===== src/rtl/fetch_stage.sv =====
// fetch_stage
// ----------------------------------------------------------------------------
// Instruction fetch stage sitting directly upstream of the instruction buffer.
// Keeps the fetch PC and issues one 8-byte (two-instruction) request at a time
// to instruction memory. It attaches the branch-predictor results sampled with
// the request and steers the next PC from those predictions. It presents a
// registered two-slot bundle to the buffer and holds it while stall_if is high.
// A backend redirect reloads the PC, kills the in-flight fetch and clears the
// bundle.
//
// Handshakes (valid/ready): a transfer happens on a rising clk edge where both
// valid and ready are high. The producer keeps valid and its payload stable
// until that edge. For imem_req, imem_req_valid/imem_req_ready form the pair.
// For the bundle, out_valid != 0 acts as valid and !stall_if acts as ready.
// imem_resp_valid is a one-cycle strobe with no back-pressure.
//
// Ports:
//   clk, rst_n                    clock, asynchronous active-low reset
//   redirect_valid, redirect_pc   backend redirect/flush and its target
//   imem_req_valid/ready/addr     request channel to instruction memory
//   imem_resp_valid/data          response (low half = inst at addr,
//                                 high half = inst at addr+4)
//   bp_pc                         predictor lookup PC (= fetch PC)
//   bp_taken_*/bp_target_*        per-slot predictions
//   bp_hist                       predictor history snapshot
//   stall_if                      buffer cannot accept the bundle
//   out_*                         registered two-slot bundle to the buffer
// ----------------------------------------------------------------------------
module fetch_stage #(
    parameter int                ADDR_W   = 32,
    parameter int                INST_W   = 32,
    parameter int                GHR_W    = 8,
    parameter logic [ADDR_W-1:0] RESET_PC = '0
) (
    input  logic                clk,
    input  logic                rst_n,
    input  logic                redirect_valid,
    input  logic [ADDR_W-1:0]   redirect_pc,
    output logic                imem_req_valid,
    input  logic                imem_req_ready,
    output logic [ADDR_W-1:0]   imem_req_addr,
    input  logic                imem_resp_valid,
    input  logic [2*INST_W-1:0] imem_resp_data,
    output logic [ADDR_W-1:0]   bp_pc,
    input  logic                bp_taken_0,
    input  logic                bp_taken_1,
    input  logic [ADDR_W-1:0]   bp_target_0,
    input  logic [ADDR_W-1:0]   bp_target_1,
    input  logic [GHR_W-1:0]    bp_hist,
    input  logic                stall_if,
    output logic [1:0]          out_valid,
    output logic [INST_W-1:0]   out_inst_0,
    output logic [INST_W-1:0]   out_inst_1,
    output logic [ADDR_W-1:0]   out_pc_0,
    output logic [ADDR_W-1:0]   out_pc_1,
    output logic                out_pred_taken_0,
    output logic                out_pred_taken_1,
    output logic [ADDR_W-1:0]   out_pred_target_0,
    output logic [ADDR_W-1:0]   out_pred_target_1,
    output logic [GHR_W-1:0]    out_pred_hist_0,
    output logic [GHR_W-1:0]    out_pred_hist_1
);

    // SEND: may issue a request. WAIT: request outstanding, response wanted.
    // DROP: request outstanding but killed by a redirect, response discarded.
    typedef enum logic [1:0] {
        S_SEND = 2'd0,
        S_WAIT = 2'd1,
        S_DROP = 2'd2
    } state_t;

    state_t              state_q, state_d;
    logic [ADDR_W-1:0]   fetch_pc_q, fetch_pc_d;

    // Pending record: what was sampled when the outstanding request was taken.
    logic [ADDR_W-1:0]   pend_pc_q, pend_pc_d;
    logic                pend_taken_0_q, pend_taken_0_d;
    logic                pend_taken_1_q, pend_taken_1_d;
    logic [ADDR_W-1:0]   pend_target_0_q, pend_target_0_d;
    logic [ADDR_W-1:0]   pend_target_1_q, pend_target_1_d;
    logic [GHR_W-1:0]    pend_hist_q, pend_hist_d;

    // Output bundle register.
    logic [1:0]          out_valid_q, out_valid_d;
    logic [INST_W-1:0]   out_inst_0_q, out_inst_0_d;
    logic [INST_W-1:0]   out_inst_1_q, out_inst_1_d;
    logic [ADDR_W-1:0]   out_pc_0_q, out_pc_0_d;
    logic [ADDR_W-1:0]   out_pc_1_q, out_pc_1_d;
    logic                out_pred_taken_0_q, out_pred_taken_0_d;
    logic                out_pred_taken_1_q, out_pred_taken_1_d;
    logic [ADDR_W-1:0]   out_pred_target_0_q, out_pred_target_0_d;
    logic [ADDR_W-1:0]   out_pred_target_1_q, out_pred_target_1_d;
    logic [GHR_W-1:0]    out_pred_hist_0_q, out_pred_hist_0_d;
    logic [GHR_W-1:0]    out_pred_hist_1_q, out_pred_hist_1_d;

    logic                out_free;
    logic                req_valid;
    logic                req_fire;
    logic                slot1_valid;

    always_comb begin
        state_d             = state_q;
        fetch_pc_d          = fetch_pc_q;
        pend_pc_d           = pend_pc_q;
        pend_taken_0_d      = pend_taken_0_q;
        pend_taken_1_d      = pend_taken_1_q;
        pend_target_0_d     = pend_target_0_q;
        pend_target_1_d     = pend_target_1_q;
        pend_hist_d         = pend_hist_q;
        out_valid_d         = out_valid_q;
        out_inst_0_d        = out_inst_0_q;
        out_inst_1_d        = out_inst_1_q;
        out_pc_0_d          = out_pc_0_q;
        out_pc_1_d          = out_pc_1_q;
        out_pred_taken_0_d  = out_pred_taken_0_q;
        out_pred_taken_1_d  = out_pred_taken_1_q;
        out_pred_target_0_d = out_pred_target_0_q;
        out_pred_target_1_d = out_pred_target_1_q;
        out_pred_hist_0_d   = out_pred_hist_0_q;
        out_pred_hist_1_d   = out_pred_hist_1_q;

        // The register is free if empty or being accepted this cycle. Only
        // issuing while it is free guarantees the response always has room.
        out_free    = (out_valid_q == 2'b00) || !stall_if;
        // rst_n gates the strobe so it stays low for the whole reset period.
        req_valid   = rst_n && (state_q == S_SEND) && out_free && !redirect_valid;
        req_fire    = req_valid && imem_req_ready;
        slot1_valid = !pend_taken_0_q;

        if ((out_valid_q != 2'b00) && !stall_if) begin
            out_valid_d = 2'b00;
        end

        case (state_q)
            S_SEND: begin
                if (req_fire) begin
                    state_d         = S_WAIT;
                    pend_pc_d       = fetch_pc_q;
                    pend_taken_0_d  = bp_taken_0;
                    pend_taken_1_d  = bp_taken_1;
                    pend_target_0_d = bp_target_0;
                    pend_target_1_d = bp_target_1;
                    pend_hist_d     = bp_hist;
                    if (bp_taken_0) begin
                        fetch_pc_d = bp_target_0;
                    end else if (bp_taken_1) begin
                        fetch_pc_d = bp_target_1;
                    end else begin
                        fetch_pc_d = fetch_pc_q + ADDR_W'(8);
                    end
                end
            end
            S_WAIT: begin
                if (imem_resp_valid) begin
                    // A redirect in this same cycle still consumes the
                    // response; the clear further down discards the data.
                    state_d             = S_SEND;
                    out_valid_d         = {slot1_valid, 1'b1};
                    out_pc_0_d          = pend_pc_q;
                    out_inst_0_d        = imem_resp_data[INST_W-1:0];
                    out_pred_taken_0_d  = pend_taken_0_q;
                    out_pred_target_0_d = pend_target_0_q;
                    out_pred_hist_0_d   = pend_hist_q;
                    out_pc_1_d          = slot1_valid ? pend_pc_q + ADDR_W'(4) : '0;
                    out_inst_1_d        = slot1_valid ? imem_resp_data[2*INST_W-1:INST_W] : '0;
                    out_pred_taken_1_d  = slot1_valid ? pend_taken_1_q : 1'b0;
                    out_pred_target_1_d = slot1_valid ? pend_target_1_q : '0;
                    out_pred_hist_1_d   = slot1_valid ? pend_hist_q : '0;
                end else if (redirect_valid) begin
                    state_d = S_DROP;
                end
            end
            S_DROP: begin
                // The killed request's response closes the transaction even if
                // another redirect lands in the same cycle; waiting on would
                // hang since no further response is coming.
                if (imem_resp_valid) begin
                    state_d = S_SEND;
                end
            end
            default: begin
                state_d = S_SEND;
            end
        endcase

        if (redirect_valid) begin
            fetch_pc_d          = redirect_pc;
            out_valid_d         = 2'b00;
            out_inst_0_d        = '0;
            out_inst_1_d        = '0;
            out_pc_0_d          = '0;
            out_pc_1_d          = '0;
            out_pred_taken_0_d  = 1'b0;
            out_pred_taken_1_d  = 1'b0;
            out_pred_target_0_d = '0;
            out_pred_target_1_d = '0;
            out_pred_hist_0_d   = '0;
            out_pred_hist_1_d   = '0;
        end
    end

    always_ff @(posedge clk or negedge rst_n) begin
        if (!rst_n) begin
            state_q             <= S_SEND;
            fetch_pc_q          <= RESET_PC;
            pend_pc_q           <= '0;
            pend_taken_0_q      <= 1'b0;
            pend_taken_1_q      <= 1'b0;
            pend_target_0_q     <= '0;
            pend_target_1_q     <= '0;
            pend_hist_q         <= '0;
            out_valid_q         <= 2'b00;
            out_inst_0_q        <= '0;
            out_inst_1_q        <= '0;
            out_pc_0_q          <= '0;
            out_pc_1_q          <= '0;
            out_pred_taken_0_q  <= 1'b0;
            out_pred_taken_1_q  <= 1'b0;
            out_pred_target_0_q <= '0;
            out_pred_target_1_q <= '0;
            out_pred_hist_0_q   <= '0;
            out_pred_hist_1_q   <= '0;
        end else begin
            state_q             <= state_d;
            fetch_pc_q          <= fetch_pc_d;
            pend_pc_q           <= pend_pc_d;
            pend_taken_0_q      <= pend_taken_0_d;
            pend_taken_1_q      <= pend_taken_1_d;
            pend_target_0_q     <= pend_target_0_d;
            pend_target_1_q     <= pend_target_1_d;
            pend_hist_q         <= pend_hist_d;
            out_valid_q         <= out_valid_d;
            out_inst_0_q        <= out_inst_0_d;
            out_inst_1_q        <= out_inst_1_d;
            out_pc_0_q          <= out_pc_0_d;
            out_pc_1_q          <= out_pc_1_d;
            out_pred_taken_0_q  <= out_pred_taken_0_d;
            out_pred_taken_1_q  <= out_pred_taken_1_d;
            out_pred_target_0_q <= out_pred_target_0_d;
            out_pred_target_1_q <= out_pred_target_1_d;
            out_pred_hist_0_q   <= out_pred_hist_0_d;
            out_pred_hist_1_q   <= out_pred_hist_1_d;
        end
    end

    assign imem_req_valid    = req_valid;
    assign imem_req_addr     = fetch_pc_q;
    assign bp_pc             = fetch_pc_q;
    assign out_valid         = out_valid_q;
    assign out_inst_0        = out_inst_0_q;
    assign out_inst_1        = out_inst_1_q;
    assign out_pc_0          = out_pc_0_q;
    assign out_pc_1          = out_pc_1_q;
    assign out_pred_taken_0  = out_pred_taken_0_q;
    assign out_pred_taken_1  = out_pred_taken_1_q;
    assign out_pred_target_0 = out_pred_target_0_q;
    assign out_pred_target_1 = out_pred_target_1_q;
    assign out_pred_hist_0   = out_pred_hist_0_q;
    assign out_pred_hist_1   = out_pred_hist_1_q;

endmodule


===== config.mk =====
export PLATFORM = sky130hd
export DESIGN_NAME = fetch_stage
export DESIGN_NICKNAME = d
export VERILOG_FILES = /design/src/rtl/fetch_stage.sv
export SDC_FILE = /design/constraint.sdc
export NUM_CORES = 1
export LEC_CHECK = 0
export BUFFER_PORTS_ARGS = -buffer_cell sky130_fd_sc_hd__buf_2
export CAP_MARGIN = 20
export CORE_AREA = 2 2 174 176
export CTS_CLUSTER_DIAMETER = 60
export DETAILED_ROUTE_END_ITERATION = 7
export DIE_AREA = 0 0 176 178
export PLACE_DENSITY = 0.81
export SLEW_MARGIN = 20
export SYNTH_ARGS = -nofsm -noshare
export SYNTH_HDL_FRONTEND = slang
export SYNTH_SLANG_ARGS = --single-unit

===== constraint.sdc =====
create_clock -name clk -period 4.6 [get_ports clk]
set_input_delay 0.23 -clock clk [delete_from_list [all_inputs] [get_ports clk]]
set_output_delay 0.23 -clock clk [all_outputs]
set_load 0.01 [all_outputs]

==> run metrics, run 1 <==
outcome completed; Met3 Routed Length 5350 µm; count leader, synth nand2_1; RSZ-0062 raised after global routing no; DRT antenna net count 0; Post-CTS Setup Inserts 0; commonest register cell after synthesis dfrtp_1; Net Count, Synth 1786; post-synth top area share 57.4%; Routed WL 55800 µm; clock transition at the registers of the reported paths 0.06 ns; max_cap viols 0; slew margin rel. 29.0%; num rows 63; met2 WL 26700 µm; area leader, netlist dfrtp_1; placed instance area 17600 µm²; Skew-Pair Late Insertion Delay 0.53 ns; 1st-iter DRT viols 1489; largest net degree at the start of global routing 187; final hold slack 0.0173 ns; Seq cells post-synth 352; wire per inst 21.8 µm; Worst Path Required 5.01 ns; worst setup path startpoint rst_n; DRC Markers 0; Reg2Reg Depth 5; # clock sinks 352; Fmax achieved 0.316 GHz; Worst setup EP type register; Post-Syn Area per Cell 9.55 µm²; Starting Density 52.2%; Hold Fails Final Rpt 0; Placement Setup Slack 1.55 ns; top post-synthesis cells by area dfrtp_1 (57%), nand2_1 (14%), a22o_1 (6.0%); H-tree Lvls 2; vias per cell 5.84; first-pass GRT wire length 84000 µm; TritonCTS clock tree built; most common library cells after synthesis nand2_1 (563), dfrtp_1 (352), a21oi_1 (118), a22o_1 (105), clkbuf_1 (65); share of cells above drive strength 1 25.4%; setup TNS 0 ns; die area 31300 µm²; R2R Setup Slk 1.60 ns; Static Leak 10.4 nW; Top Ports 453; initial antenna violation count 9; GP Congestion 0.910; Worst Skew 0.0158 ns; Ys Warns 0; final worst setup slack 1.44 ns; Post-Syn Area 15400 µm²; IO buf count 452; Synth-to-Final Area Change 32.9%; crit start category primary input; synthesized instance count 1608; Reg2Reg Launch Point state_q[1]; Hold-fix buffers, CTS 157; number of max-slew violations in the final report 0; Die Ht 178 µm; post-synthesis sequential area ratio 57.4%; Worst EP arrival 3.57 ns; VDD IR max 269 µV; core area 29400 µm²; Pwr per Cell Area 384 nW/µm²; TritonRoute pass-1 iters 6; Final Cycle Share 68.7%; Final min period 3.16 ns; vias in the first global route 14600; Critical R2R Capture bp_pc[16]; Critical Setup Path Class primary input to register; M1 WL 20700 µm; Worst-Margin Slew 1.06 ns; Crit Path Max Fanout 32; top routing layer in use met4; DP HPWL 34600 µm; CTS Buffer Depth 3; GRT Util Overall 35.1%; EDFF count, synth 0; fin area 20400 µm²; total gr overflow 0; filler instances 2127; crit path capture bp_pc[16]; Async S/R FF share, synth 100%; Die Wd 176 µm; CTS root buffer clkbuf_16; cts repair resizes 0; clock buffer count from CTS 38; Vias 14900; fin nets 2306; count of cell types in the netlist 58; final setup fails 0; min-delay worst type primary input to register
## through the flow
stage | std cells | util, % | power (W)
final | 2556 | 69.4 | 0.00783
after global routing | 2554 | 69.4 | 0.00814
after CTS | 2545 | 69.3 | 0.00780
after detailed placement | 2320 | 59.8 | 0.00474
after global placement | 2320 | 59.8 | 0.00470
after floorplan | 1608 | - | 0.00426
## worst min-delay path by stage
stage / slack [ns] / end / depth (start not counted) / start
final: 0.02 / bp_pc[9] / 3 / redirect_pc[9]
after global routing: 0.01 / pend_target_1_q[24] / 3 / bp_target_1[24]
after CTS: 0.0009 / pend_target_0_q[20] / 3 / bp_target_0[20]
after detailed placement: 0.10 / pend_target_1_q[23] / 1 / rst_n
after global placement: 0.1 / out_pred_target_1[23] / 1 / rst_n
after floorplan: -0.07 / bp_pc[0] / 0 / rst_n
## where the power goes
part	total [W]	internal, W	leakage [nW]	switching, W
registers	0.00374	0.00339	4.68	0.000350
clock network	0.00297	0.00172	0.606	0.00124
logic	0.00112	0.000465	5.16	0.000656
## placed cells by master (no fill, tap or decap), types with 8 or more instances in the layout
cell type        n
nor2_1          32
and3_1           9
nand2_1        562
clkbuf_16       41
nand4_1         10
clkinv_2        10
nor3_1          23
nor4_1           9
clkbuf_1         8
dlygate4sd3_1  158
a21oi_1        118
a221o_1         10
inv_1           14
a22o_1         105
nand3_1         27
xor2_1          24
dfrtp_1        352
buf_2          450
xnor2_1         26
o21ai_0         37
buf_4            9
diode_2         10
a221oi_1         9
## sequential cells by signal, summed over array words and instances (netlist names)
signal	count
bp_pc	32
out_inst_0	32
out_inst_1	32
out_pc_0	32
out_pc_1	32
out_pred_hist_0	8
out_pred_hist_1	8
out_pred_taken_0	1
out_pred_taken_1	1
out_pred_target_0	32
out_pred_target_1	32
out_valid	2
pend_hist_q	8
pend_pc_q	32
pend_taken_0_q	1
pend_taken_1_q	1
pend_target_0_q	32
pend_target_1_q	32
state_q	2
## area by class of cell
type	instances	area (µm²)	area share, %
well taps	390	488	2.39
diodes	10	25.0	0.123
repair buffers	623	3990	19.6
flip-flops and latches	352	8810	43.2
clock buffers	55	1140	5.58
clock inverters	13	75.1	0.368
multi-input cells	1099	5830	28.6
inverters	14	52.6	0.258
## cells by family after synthesis
kind of cell    count (synthesis)  share of synthesized area [%]
simple gates                  716                           19.8
flops                         352                           57.4
compound gates                326                           14.5
buf+inv                       157                           4.97
xor+xnor                       50                           2.85
mux                             5                          0.326
fa+ha+maj                       2                          0.163
## worst max-delay path: stages
cell	delay, ns
dlygate4sd3_1	0.56
buf_8	0.25
nor4bb_1	0.68
nand2_1	0.81
a221oi_1	0.56
nor3_1	0.13
a221o_1	0.31
## layer usage
metal / vias to the layer above / track usage (%)
met5: - / 0
met4: 0 / 18.6
met3: 210 / 7.59
met2: 1030 / 57.2
met1: 7214 / 44.3
li1: 6471 / -
Power figures use the tool's default switching activity.
==> run 2: changes to the inputs <==
CORE_AREA = default   (was 2 2 174 176)
CORE_ASPECT_RATIO = 1.1   (was default)
CORE_MARGIN = 1   (was default)
CORE_UTILIZATION = 47   (was default)
DIE_AREA = default   (was 0 0 176 178)
PLACE_DENSITY = 0.77   (was 0.81)
clock period = 2.87 ns   (was 4.6 ns; I/O delays follow)
==> run 2 against run 1 <==
Effect of this change: global-route usage decreased by 3.0 points; non-clock buffer count is 39 higher; sequential share of layout area fell by 1.1 points; register-to-register slack worse by 1.4 ns; sequential power increased by 59%; first-iteration DRC count decreased by 6.3%; setup slack got worse by 1.2 ns; final cell count grew 2.8%; cell area rose by 2.7%; clock power rose by 79%; wire length shrank 3.1%; count of clock-buffer cells in the layout is 6 lower; critical endpoint is now bp_pc[29]; largest cell class unchanged; highest routed layer unchanged.
==> run metrics, run 2 (synthesized netlist as in run 1, its figures left out) <==
CTS Buffer Depth 3 (unchanged); Reg2Reg Depth 8 (was 5); IO buf count 452 (unchanged); TritonCTS clock tree built (unchanged); final setup fails 0 (unchanged); fin util 65.1% (was 69.4%); Top Ports 453 (unchanged); total gr overflow 0 (unchanged); GRT Util Overall 32.1% (was 35.1%); slew margin rel. 39.1% (was 29.0%); GP Congestion 0.882 (was 0.910); first-pass GRT wire length 82600 µm (was 84000 µm); VDD IR max 552 µV (was 269 µV); share of cells above drive strength 1 26.1% (was 25.4%); 1st-iter DRT viols 1395 (was 1489); most common cell after layout, fill and taps aside nand2_1 (unchanged); min-delay worst type primary input to register (unchanged); Starting Density 47.7% (was 52.2%); Vias 14800 (was 14900); setup TNS 0 ns (unchanged); Die Ht 192 µm (was 178 µm); commonest non-fill, non-tap cells in the layout nand2_1 (562), buf_2 (450), dfrtp_1 (352), dlygate4sd3_1 (177), a21oi_1 (118) (was nand2_1 (562), buf_2 (450), dfrtp_1 (352), dlygate4sd3_1 (158), a21oi_1 (118)); Fmax achieved 0.380 GHz; max_cap viols 0 (unchanged); DRC Markers 0 (unchanged); cts repair resizes 0 (unchanged); Pwr per Cell Area 626 nW/µm² (was 384 nW/µm²); number of max-slew violations in the final report 0 (unchanged); clock buffer count from CTS 39 (was 38); RSZ-0062 raised after global routing no (unchanged); Skew-Pair Late Insertion Delay 0.53 ns (about the same); hold path depth 4 (was 3); H-tree Lvls 2 (unchanged); DRT antenna net count 0 (unchanged); Placement Setup Slack 0.644 ns (was 1.55 ns); vias per cell 5.64 (was 5.84); # clock sinks 352 (unchanged); Worst EP arrival 3.09 ns (was 3.57 ns); CTS root buffer clkbuf_16 (unchanged); wire per inst 20.6 µm (was 21.8 µm); Worst-Margin Slew 0.914 ns (was 1.06 ns); Hold Fails Final Rpt 0 (unchanged); DP HPWL 35200 µm (was 34600 µm); TritonRoute pass-1 iters 5 (was 6); die area 33400 µm² (was 31300 µm²); outcome completed (unchanged); Synth-to-Final Area Change 36.5% (was 32.9%); Final min period 2.63 ns; Die Wd 174 µm (was 176 µm); initial antenna violation count 5 (was 9); Worst Path Required 3.33 ns (was 5.01 ns); fin nets 2346 (was 2306); Worst Skew 0.0249 ns (was 0.0158 ns); Routed WL 54100 µm (was 55800 µm); vias in the first global route 14600 (about the same); Static Leak 10.7 nW (was 10.4 nW); Final Cycle Share 91.7%; Critical Setup Path Class register to register (was primary input to register); num rows 69 (was 63); Worst setup EP type register (unchanged); clock transition at the registers of the reported paths 0.06 ns (about the same); core area 32200 µm² (was 29400 µm²); Crit Path Max Fanout 16 (was 32); final worst setup slack 0.238 ns (was 1.44 ns); crit start category register (was primary input); largest net degree at the start of global routing 166 (was 187)
==> run 2: worst paths after layout <==
kind | from | to | slack (ns)
worst max-delay path | state_q[1] | bp_pc[29] | 0.24
worst min-delay path | redirect_pc[20] | bp_pc[20] | 0.02
worst max register to register | state_q[1] | bp_pc[29] | 0.24
worst min register to register | pend_target_0_q[10] | pend_target_0_q[10] | 0.48
max in group asynchronous | rst_n | pend_pc_q[28] | 1.20
min in group asynchronous | rst_n | bp_pc[0] | 0.35
==> run 2: report_power, final <==
group	leakage, nW	internal (W)	total [W]	switching, W
registers	4.68	0.00543	0.00594	0.000512
logic	5.33	0.000790	0.00186	0.00107
clock network	0.666	0.00327	0.00531	0.00204
total	10.7	0.00950	0.0131	0.00362
==> run 2: critical path: stages (launching register included) <==
cell and delay (ns):
dfrtp_1 0.41, nor4bb_1 0.28, buf_4 0.17, nand2_1 0.38, buf_4 0.34, o211ai_1 0.19, o21ai_0 0.11, o211ai_1 0.10
dlygate4sd3_1 0.58
==> run 2: area by class of cell <==
type	count	area [µm²]
antenna	6	15.0
clock buffer	49	1110
clock inverter	19	263
fill	2536	11200
inverter	14	52.6
multi-input combinational	1099	5830
sequential	352	8810
tap	426	533
timing repair buffer	662	4350
==> run 2: repair_timing <==
item / in CTS / in global routing
hold buffers: 177 / 0
buffers inserted: 0 / 0
endpoints found under the hold margin: 277 / 0
==> run 2: per-layer routing <==
layer | up-vias | routed length (µm) | global-route usage, %
met5 | - | 0 | 0
met2 | 872 | 25800 | 52.2
li1 | 6540 | - | -
met3 | 190 | 4600 | 7.15
met4 | 0 | 3060 | 17.2
met1 | 7221 | 20700 | 40.1
==> run 2: stage by stage <==
step / cell area (µm²) / std cells / hold slack (ns) / power, W
2_1_floorplan: 15400 / 1608 / -0.152 / 0.00682
3_3_place_gp: 17800 / 2376 / 0.325 / 0.00757
3_5_place_dp: 17800 / 2376 / 0.329 / 0.00763
4_1_cts: 20900 / 2621 / 0.000605 / 0.0131
5_1_grt: 20900 / 2624 / 0.0235 / 0.0136
6_report: 21000 / 2627 / 0.0198 / 0.0131
==> run 3: changes to the inputs <==
ABC_AREA = 1   (was default)
PLACE_DENSITY = 0.76   (was 0.77)
==> run 3 against run 2 <==
Effect of this change: sequential power barely moved; cell area up 0.50%; combinational power rose by 6%; die area up 2.5%; wire length fell by 0.17%; flip-flop and latch count is the same; power shrank 2.4%; maximum frequency fell by 1.0%; first-iteration DRC count decreased by 18%; setup slack got worse by 0.027 ns; core utilization is 0.54 points lower; via count up 2.4%.
==> run metrics, run 3 <==
outcome completed (unchanged); clock transition at the registers of the reported paths 0.06 ns (about the same); number of max-slew violations in the final report 0 (unchanged); Worst Path Required 3.28 ns (was 3.33 ns); synthesized instance count 1869 (was 1608); Worst EP arrival 3.07 ns (was 3.09 ns); Hold-fix buffers, CTS 178 (was 177); count of cell types in the netlist 38 (was 58); Vias 15200 (was 14800); vias in the first global route 14800 (was 14600); min-delay worst type primary input to register (unchanged); final hold slack 0.0521 ns (was 0.0198 ns); largest net degree at the start of global routing 190 (was 166); cts repair resizes 0 (unchanged); Compound-Gate Fraction of Synth Area 12.0% (was 14.5%); core area 32600 µm² (was 32200 µm²); post-synth top area share 55.9% (was 57.4%); Worst-Margin Slew 1.04 ns (was 0.914 ns); Final Cycle Share 92.7% (was 91.7%); commonest register cell after synthesis dfrtp_1 (unchanged); Worst setup EP type register (unchanged); first-pass GRT wire length 83200 µm (was 82600 µm); GRT Util Overall 31.4% (was 32.1%); Post-CTS Setup Inserts 0 (unchanged); Worst Skew 0.0219 ns (was 0.0249 ns); top post-synthesis cells by area dfrtp_1 (56%), nand2_1 (15%), o21ai_0 (4.5%) (was dfrtp_1 (57%), nand2_1 (14%), a22o_1 (6.0%)); mux share of post-synthesis cell area 0% (was 0.326%); Die Wd 177 µm (was 174 µm); most common cell after layout, fill and taps aside nand2_1 (unchanged); DP HPWL 36800 µm (was 35200 µm); setup TNS 0 ns (unchanged); main combinational cell family by area after synthesis simple AND/OR/NAND/NOR gates (unchanged); Top Ports 453 (unchanged); Seq cells post-synth 352 (unchanged); Routed WL 54000 µm (was 54100 µm); DRC Markers 0 (unchanged); Die Ht 194 µm (was 192 µm); crit start category register (unchanged); Pwr per Cell Area 608 nW/µm² (was 626 nW/µm²); final setup fails 0 (unchanged); Post-Syn Area 15700 µm² (was 15400 µm²); count leader, synth nand2_1 (unchanged); Crit Path Max Fanout 24 (was 16); Async S/R FF share, synth 100% (unchanged); DRT antenna net count 0 (unchanged); 1st-iter DRT viols 1142 (was 1395); Adder-Cell Fraction of Synth Area 0.159% (was 0.163%); Ys Warns 0 (unchanged); Critical Setup Path Class register to register (unchanged); Crit-path slowest cell dlygate4sd3_1 (unchanged); vias per cell 5.27 (was 5.64); clock buffer count from CTS 38 (was 39); most common library cells after synthesis nand2_1 (643), dfrtp_1 (352), inv_1 (149), o21ai_0 (143), nand3_1 (133) (was nand2_1 (563), dfrtp_1 (352), a21oi_1 (118), a22o_1 (105), clkbuf_1 (65)); Post-Syn Area per Cell 8.42 µm² (was 9.55 µm²); H-tree Lvls 2 (unchanged); crit-path cells o21ai_0 > nand3_4 > nand2_4 > inv_1 > nand2_1 > nand3_1 > dlygate4sd3_1 (was nor4bb_1 > buf_4 > nand2_1 > buf_4 > o211ai_1 > o21ai_0 > o211ai_1 > dlygate4sd3_1); Starting Density 48.2% (was 47.7%); CTS Buffer Depth 3 (unchanged); Buf/Inv on CP 2 (was 3); share of cells above drive strength 1 22.4% (was 26.1%); wire per inst 18.8 µm (was 20.6 µm); EDFF count, synth 0 (unchanged); initial antenna violation count 1 (was 5); Hold Fails Final Rpt 0 (unchanged); Net Count, Synth 2047 (was 1786); die area 34200 µm² (was 33400 µm²); VDD IR max 491 µV (was 552 µV); area leader, netlist dfrtp_1 (unchanged); post-synthesis sequential area ratio 55.9% (was 57.4%); Fmax achieved 0.376 GHz (was 0.380 GHz); TritonRoute pass-1 iters 6 (was 5); commonest non-fill, non-tap cells in the layout nand2_1 (643), buf_2 (451), dfrtp_1 (352), dlygate4sd3_1 (178), inv_1 (149) (was nand2_1 (562), buf_2 (450), dfrtp_1 (352), dlygate4sd3_1 (177), a21oi_1 (118)); slew margin rel. 30.6% (was 39.1%); TritonCTS clock tree built (unchanged); Skew-Pair Late Insertion Delay 0.53 ns (about the same); num rows 69 (unchanged); RSZ-0062 raised after global routing no (unchanged); simple logic cell fraction of the synthesized area 22.8% (was 19.8%); Largest delay share family, worst path simple AND/OR/NAND/NOR gates (was buffers and inverters); # clock sinks 352 (unchanged); Synth Area in XOR/XNOR 0.612% (was 2.85%); fin nets 2604 (was 2346); GP Congestion 0.943 (was 0.882); CTS root buffer clkbuf_16 (unchanged); total gr overflow 0 (unchanged); Synth-to-Final Area Change 33.8% (was 36.5%); Static Leak 11.3 nW (was 10.7 nW); Crit path largest cell delay 0.57 ns (was 0.58 ns); IO buf count 452 (unchanged); max_cap viols 0 (unchanged); Final min period 2.66 ns (was 2.63 ns)
-- run 3: changes by cell type in the layout (fill, tap and decap cells not counted), moves of 33 or more --
cell     before  now
a21oi_1     118   56
a22o_1      105   40
inv_1        14  149
nand2_1     562  643
nand3_1      27  133
nor2_1       32   65
o21ai_0      37  143
o21ai_1       2   75
-- run 3: report_power, final --
| part | switching, W | internal, W |
|---|---|---|
| clock | 0.00197 | 0.00293 |
| combinational | 0.00120 | 0.000770 |
| sequential | 0.000473 | 0.00546 |
| total | 0.00364 | 0.00916 |
-- run 3: stage by stage --
step / setup slack [ns] / utilization, % / cell area, µm² / instances / power, W
6_report: 0.211 / 64.5 / 21100 / 2877 / 0.0128
5_1_grt: 0.0372 / 64.5 / 21100 / 2877 / 0.0134
4_1_cts: 0.284 / 64.5 / 21100 / 2876 / 0.0129
3_5_place_dp: 0.752 / 55.3 / 18000 / 2634 / 0.00774
3_3_place_gp: 0.769 / 55.3 / 18000 / 2634 / 0.00769
2_1_floorplan: 1.24 / - / 15700 / 1869 / 0.00691
-- run 3: worst reg2reg max path, cell delays in order, from the launching register on --
cell and delay [ns]:
dfrtp_1 0.39, o21ai_0 0.39, nand3_4 0.32, nand2_4 0.40, inv_1 0.28, nand2_1 0.12
nand3_1 0.07, dlygate4sd3_1 0.57
-- run 3: final cells by class --
type / instances / area (µm²)
multi-input cells: 1231 / 5620
repair buffers: 651 / 4290
flip-flops and latches: 352 / 8810
diodes: 1 / 2.50
clock inverters: 11 / 141
clock buffers: 53 / 1100
fillers: 2760 / 11600
well taps: 426 / 533
inverters: 152 / 571
-- run 3: worst paths after layout --
kind / start / end / slack, ns / depth (start not counted)
min in group asynchronous: rst_n / out_pred_hist_0[2] / 0.10 / 2
worst min-delay path: bp_target_0[5] / pend_target_0_q[5] / 0.05 / 3
worst max-delay path: out_valid[0] / bp_pc[9] / 0.21 / 7
worst max register to register: out_valid[0] / bp_pc[9] / 0.21 / 7
max in group asynchronous: rst_n / bp_pc[16] / 1.47 / 3
worst min register to register: out_pc_0[15] / out_pc_0[15] / 0.47 / 2
-- run 3: layer usage --
metal  global-route usage [%]  up-vias  share of wire (%)
met1                     41.3     7162                 41
met4                     14.6        0                4.7
li1                         -     7111                  -
met3                     4.69      148                7.3
met2                     51.1      755                 47
met5                        0        -                  0
-- run 3: cell families (layout without fill, tap and decap cells) --
| logic type | Yosys count | after routing |
|---|---|---|
| AO/OA/AOI/OAI | 336 | 336 |
| flip-flops | 352 | 352 |
| adder cells (fa/ha/maj) | 2 | 2 |
| AND/OR/NAND/NOR | 882 | 882 |
| other | 0 | 1 |
| XOR/XNOR | 11 | 11 |
| buffers and inverters | 286 | 867 |
